File: src/rtl/crc_sort_pkg.sv
// Shared constants and state encoding for the CRC/sort core byte-stream front end.
package crc_sort_pkg;

    localparam int BYTES = 16;

    localparam logic [2:0] FN_CRC_GEN = 3'b011;
    localparam logic [2:0] FN_SORT    = 3'b100;

    typedef enum logic [2:0] {
        COLLECT,
        ISSUE,
        WAIT,
        DRAIN,
        FAULT
    } state_e;

    function automatic logic fn_supported(input logic [2:0] fn);
        return (fn == FN_CRC_GEN) || (fn == FN_SORT);
    endfunction

endpackage

File: src/rtl/crc_sort_frame_pack.sv
// 16-byte deserializer: first byte lands in the MSB slot, fn is captured with byte 0.
module crc_sort_frame_pack
    import crc_sort_pkg::*;
(
    input  logic               clk,
    input  logic               rst,
    input  logic               wr_i,
    input  logic [7:0]         data_i,
    input  logic [2:0]         fn_i,
    output logic [8*BYTES-1:0] frame_o,
    output logic [2:0]         fn_o,
    output logic               last_o
);
    localparam int CW = $clog2(BYTES);

    logic [CW-1:0]      cnt_q;
    logic [8*BYTES-1:0] frame_q;
    logic [2:0]         fn_q;

    // The counter wraps to 0 after the last byte, so every frame (issued or
    // dropped) restarts at slot 0 without an explicit clear.
    always_ff @(posedge clk or posedge rst) begin
        if (rst) begin
            cnt_q   <= '0;
            frame_q <= '0;
            fn_q    <= '0;
        end else if (wr_i) begin
            frame_q[(BYTES-1-int'(cnt_q))*8 +: 8] <= data_i;
            if (cnt_q == '0)
                fn_q <= fn_i;
            cnt_q <= cnt_q + 1'b1;
        end
    end

    assign frame_o = frame_q;
    assign fn_o    = fn_q;
    assign last_o  = wr_i && (cnt_q == CW'(BYTES-1));

endmodule

File: src/rtl/crc_sort_io_ctrl.sv
// Front end: collects a frame, starts the core, waits for done, streams the result out.
module crc_sort_io_ctrl
    import crc_sort_pkg::*;
#(
    parameter int CORE_TIMEOUT = 255
)(
    input  logic               clk,
    input  logic               rst,
    input  logic               in_valid,
    input  logic [7:0]         in_data,
    input  logic [2:0]         in_fn,
    output logic               in_ready,
    output logic               out_valid,
    output logic [7:0]         out_data,
    output logic               out_last,
    input  logic               out_ready,
    output logic               core_en,
    output logic               core_start,
    output logic [2:0]         core_fn_sel,
    output logic [8*BYTES-1:0] core_data_in,
    input  logic [8*BYTES-1:0] core_data_out,
    input  logic               core_done,
    output logic               busy,
    output logic               drop,
    output logic               fault
);
    localparam int TW = $clog2(CORE_TIMEOUT + 1);
    localparam int LW = $clog2(BYTES);

    state_e             state_q;
    logic [TW-1:0]      tmo_q;
    logic [8*BYTES-1:0] res_q;
    logic [LW-1:0]      left_q;
    logic               in_ready_q, out_valid_q, out_last_q, core_en_q, core_start_q;
    logic               busy_q, drop_q, fault_q;
    logic [7:0]         out_data_q;
    logic               frame_done;
    logic [2:0]         fn;

    crc_sort_frame_pack u_pack (
        .clk     (clk),
        .rst     (rst),
        .wr_i    (in_valid && in_ready_q),
        .data_i  (in_data),
        .fn_i    (in_fn),
        .frame_o (core_data_in),
        .fn_o    (fn),
        .last_o  (frame_done)
    );

    always_ff @(posedge clk or posedge rst) begin
        if (rst) begin
            state_q      <= COLLECT;
            tmo_q        <= '0;
            res_q        <= '0;
            left_q       <= '0;
            in_ready_q   <= 1'b0;
            out_valid_q  <= 1'b0;
            out_last_q   <= 1'b0;
            out_data_q   <= '0;
            core_en_q    <= 1'b0;
            core_start_q <= 1'b0;
            busy_q       <= 1'b0;
            drop_q       <= 1'b0;
            fault_q      <= 1'b0;
        end else begin
            core_start_q <= 1'b0;
            drop_q       <= 1'b0;
            case (state_q)
                COLLECT: begin
                    in_ready_q <= 1'b1;
                    if (frame_done) begin
                        if (fn_supported(fn)) begin
                            state_q      <= ISSUE;
                            in_ready_q   <= 1'b0;
                            core_start_q <= 1'b1;
                            core_en_q    <= 1'b1;
                            busy_q       <= 1'b1;
                        end else begin
                            drop_q <= 1'b1;
                        end
                    end
                end
                ISSUE: begin
                    state_q <= WAIT;
                    tmo_q   <= '0;
                end
                WAIT: begin
                    // done is tested first so it wins over a same-cycle timeout
                    if (core_done) begin
                        state_q     <= DRAIN;
                        out_valid_q <= 1'b1;
                        if (fn == FN_CRC_GEN) begin
                            out_data_q <= {5'b0, core_data_out[2:0]};
                            left_q     <= '0;
                            out_last_q <= 1'b1;
                        end else begin
                            out_data_q <= core_data_out[8*BYTES-1 -: 8];
                            res_q      <= {core_data_out[8*BYTES-9:0], 8'h00};
                            left_q     <= LW'(BYTES-1);
                            out_last_q <= 1'b0;
                        end
                    end else if (tmo_q == TW'(CORE_TIMEOUT-1)) begin
                        state_q   <= FAULT;
                        fault_q   <= 1'b1;
                        core_en_q <= 1'b0;
                    end else begin
                        tmo_q <= tmo_q + 1'b1;
                    end
                end
                DRAIN: begin
                    if (out_ready) begin
                        if (left_q == '0) begin
                            state_q     <= COLLECT;
                            out_valid_q <= 1'b0;
                            out_last_q  <= 1'b0;
                            out_data_q  <= '0;
                            core_en_q   <= 1'b0;
                            busy_q      <= 1'b0;
                            in_ready_q  <= 1'b1;
                        end else begin
                            out_data_q <= res_q[8*BYTES-1 -: 8];
                            res_q      <= {res_q[8*BYTES-9:0], 8'h00};
                            left_q     <= left_q - 1'b1;
                            out_last_q <= (left_q == LW'(1));
                        end
                    end
                end
                FAULT: ;
                default: state_q <= COLLECT;
            endcase
        end
    end

    assign in_ready    = in_ready_q;
    assign out_valid   = out_valid_q;
    assign out_data    = out_data_q;
    assign out_last    = out_last_q;
    assign core_en     = core_en_q;
    assign core_start  = core_start_q;
    assign core_fn_sel = fn;
    assign busy        = busy_q;
    assign drop        = drop_q;
    assign fault       = fault_q;

endmodule

File: config.mk
export PLATFORM = sky130hd
export DESIGN_NAME = crc_sort_io_ctrl
export DESIGN_NICKNAME = d
export VERILOG_FILES = /design/src/rtl/crc_sort_pkg.sv /design/src/rtl/crc_sort_frame_pack.sv /design/src/rtl/crc_sort_io_ctrl.sv
export SDC_FILE = /design/constraint.sdc
export NUM_CORES = 1
export LEC_CHECK = 0
export CORE_MARGIN = 2
export CORE_UTILIZATION = 46
export CTS_CLUSTER_DIAMETER = 50
export DETAILED_ROUTE_END_ITERATION = 7
export GPL_TIMING_DRIVEN = 0
export PLACE_DENSITY = 0.76
export SYNTH_ARGS = -nofsm -noshare
export SYNTH_HDL_FRONTEND = slang
export SYNTH_HIERARCHICAL = 1
export SYNTH_SLANG_ARGS = --single-unit
File: constraint.sdc
create_clock -name clk -period 5.2 [get_ports clk]
set_input_delay 0.78 -clock clk [delete_from_list [all_inputs] [get_ports clk]]
set_output_delay 0.78 -clock clk [all_outputs]
set_load 0.02 [all_outputs]
==> flow_summary.ini <==
[placed_design]
placedCellCount = 1869
dp.final_hpwl_um = 25500
io_buffers = 289
placed_cell_area_sq_mm = 0.0169
gp_congestion = 0.858

[floorplan]
core-area_sq_mm = 0.0288
io_pins = 291
die_x_um = 175
num_rows = 62
start_util = 0.468
die_area_sq_mm = 0.0307
die_h_um = 175

[synth]
synth_top_flop_cell = dfrtp_1
synth.top_cells.by_count = nand2_1 (369), dfrtp_1 (286), mux2_2 (128)
yosys-top-cells-area = dfrtp_1 (53%), mux2_2 (11%), nand2_1 (10%)
syn-num-nets = 1345
yosys_warnings = 6
synth-seq-cells = 286
synth_area_sq_mm = 0.0135
ys_seq_area_frac = 0.531
syn_inst = 1194
syn_avg_cell_area_sq_um = 11.3
yosysMostFrequentCell = nand2_1
synth_top_cell_by_area = dfrtp_1
async_flop_share = 1.00
ys_types = 70
synth_top_area_frac = 0.531
synth_edf_count = 0

[grt]
grt_pass1_wl_um = 56000
track_usage = 0.230
grt_pass1_vias = 10100
grt_antenna_before_repair = 1
grt_max_degree = 89
overflow = 0

[critical_path]
end_kind = register
worstPathArrival_ps = 3100
cp_max_fo = 10
r2r_start = u_pack/cnt_q[0]$_DFFE_PP0P_
r2r_slack_ps = 2470
r2r_cells = 7
worstPathRequired_ps = 5580
crit_start = u_pack/cnt_q[0]$_DFFE_PP0P_
crit_path_start_kind = register
reg2reg_to = u_pack/frame_o[36]$_DFFE_PP0P_
critPathKind = reg -> reg
crit_path_end = u_pack/frame_o[36]$_DFFE_PP0P_

[cts]
cts.path.max_buffers = 3
cts-root-buf = clkbuf_16
ctsResizeCount = 0
clkSinkCount = 286
clk_pin_slew_worst_paths_ps = 50
cts_tree = done
ctsHoldBuffers = 0
cts_buffers = 35
htree_num_levels = 2
clk-insertion-delay-late_ps = 500
post-cts-setup-buffers = 0

[timing]
fin_crit_sh = 0.524
relSlewSlack = 0.438
whs_ps = 476
setup_viol = 0
tightest_slew_ps = 844
finalHoldViolations = 0
rsz0062_at_grt = no
finalMaxSlewViolations = 0
fin_skew_ps = 15.4
fin_crit_ps = 2730
fmaxAchievable_mhz = 367

[routing]
num_vias = 9854
routed_wl_um = 35100
postRouteAntennaNets = 0
remaining_drc_errors = 0
firstDrtPassIters = 5
drt_iter0_markers = 525
wl_per_cell_um = 18.2
routed_via_density = 5.10

[power]
irDropWorstVdd_mv = 0.366
power.leakage_nw = 8.50
p_per_area_mw_per_mm2 = 668
total_power_mw = 12.1

[status]
status = complete, no violations

[cells_and_area]
num-nets-final = 1673
final_core_utilization = 0.632
design_area_sq_mm = 0.0182
instances_no_fill = 1932
drive_gt1_frac = 0.218
synthToLayoutAreaGrowth_pct = 34.9

[hold_path]
hold_depth = 2
worstHoldPathType = reg -> reg

[run]
drv_cap = 0
==> power breakdown <==
| group | internal, mW | leakage (nW) | switching, mW |
|---|---|---|---|
| clock network | 1.70 | 0.615 | 0.922 |
| registers | 3.21 | 3.54 | 0.592 |
| logic | 2.93 | 4.34 | 2.78 |
==> worst min-delay path by stage <==
stage | startpoint | to | slack, ps
2_1_floorplan | res_q[16]$_DFFE_PP0P_ | res_q[16]$_DFFE_PP0P_ | 460
3_3_place_gp | u_pack/frame_o[124]$_DFFE_PP0P_ | u_pack/frame_o[124]$_DFFE_PP0P_ | 460
5_1_grt | res_q[17]$_DFFE_PP0P_ | res_q[17]$_DFFE_PP0P_ | 500
6_report | u_pack/frame_o[126]$_DFFE_PP0P_ | u_pack/frame_o[126]$_DFFE_PP0P_ | 480
3_5_place_dp | out_valid$_DFFE_PP0P_ | out_valid$_DFFE_PP0P_ | 470
4_1_cts | u_pack/frame_o[44]$_DFFE_PP0P_ | u_pack/frame_o[44]$_DFFE_PP0P_ | 480
==> placed cells by master (no fill, tap or decap), types with 8 or more instances in the layout <==
cell / count
nand2_1: 369
clkdlybuf4s50_1: 289
dfrtp_1: 286
mux2_2: 128
mux2_4: 90
o21ai_0: 51
clkbuf_1: 43
clkbuf_16: 37
nand3_1: 25
nor2_1: 23
inv_1: 21
buf_2: 14
a21oi_1: 14
and2_1: 13
buf_8: 9
a22oi_1: 8
==> through the flow <==
step	setup slack, ps	TNS (ps)
2_1_floorplan	355	0
3_3_place_gp	-1840	-413620
3_5_place_dp	2110	0
4_1_cts	2460	0
5_1_grt	2300	0
6_report	2470	0
==> routing by layer <==
layer | part of all wire | wire [um] | track usage
met1 | 0.45 | 15900 | 0.323
met2 | 0.47 | 16500 | 0.364
met3 | 0.045 | 1590 | 0.0357
met4 | 0.033 | 1150 | 0.0830
met5 | 0 | 0 | 0
==> state kept, by name (all words and copies together), names as in the netlist, 3 cells and up <==
register / cells
left_q: 4
out_data: 8
res_q: 120
state_q: 3
tmo_q: 8
u_pack/cnt_q: 4
u_pack/fn_o: 3
u_pack/frame_o: 128
==> kinds of logic (layout without fill, tap and decap cells) <==
group,count (synthesis),count (layout),share of synthesized area
compound gates,98,98,0.0454
other cells,0,1,0
flops,286,286,0.531
simple gates,483,483,0.163
xor+xnor,6,6,0.00446
mux,223,223,0.211
buf+inv,91,444,0.0379
fa+ha+maj,7,7,0.00650
==> cell type report <==
cell class                 instances  area (sq um)
sequential                       286          7160
antenna                            1          2.50
clock inverter                    10           209
inverter                          24           100
timing repair buffer             291          2950
clock buffer                      52          1050
tap                              384           480
fill                            2272         10600
buffer                            67           420
multi-input combinational        817          5810
==> critical path, stage by stage, from the launching register on <==
cell and delay, ps:
dfrtp_1 420, buf_4 210, and3_1 200, ha_1 370, and3b_1 180, buf_4 160
nor4b_4 650, mux2_2 410
(Power assumes the default switching activity.)
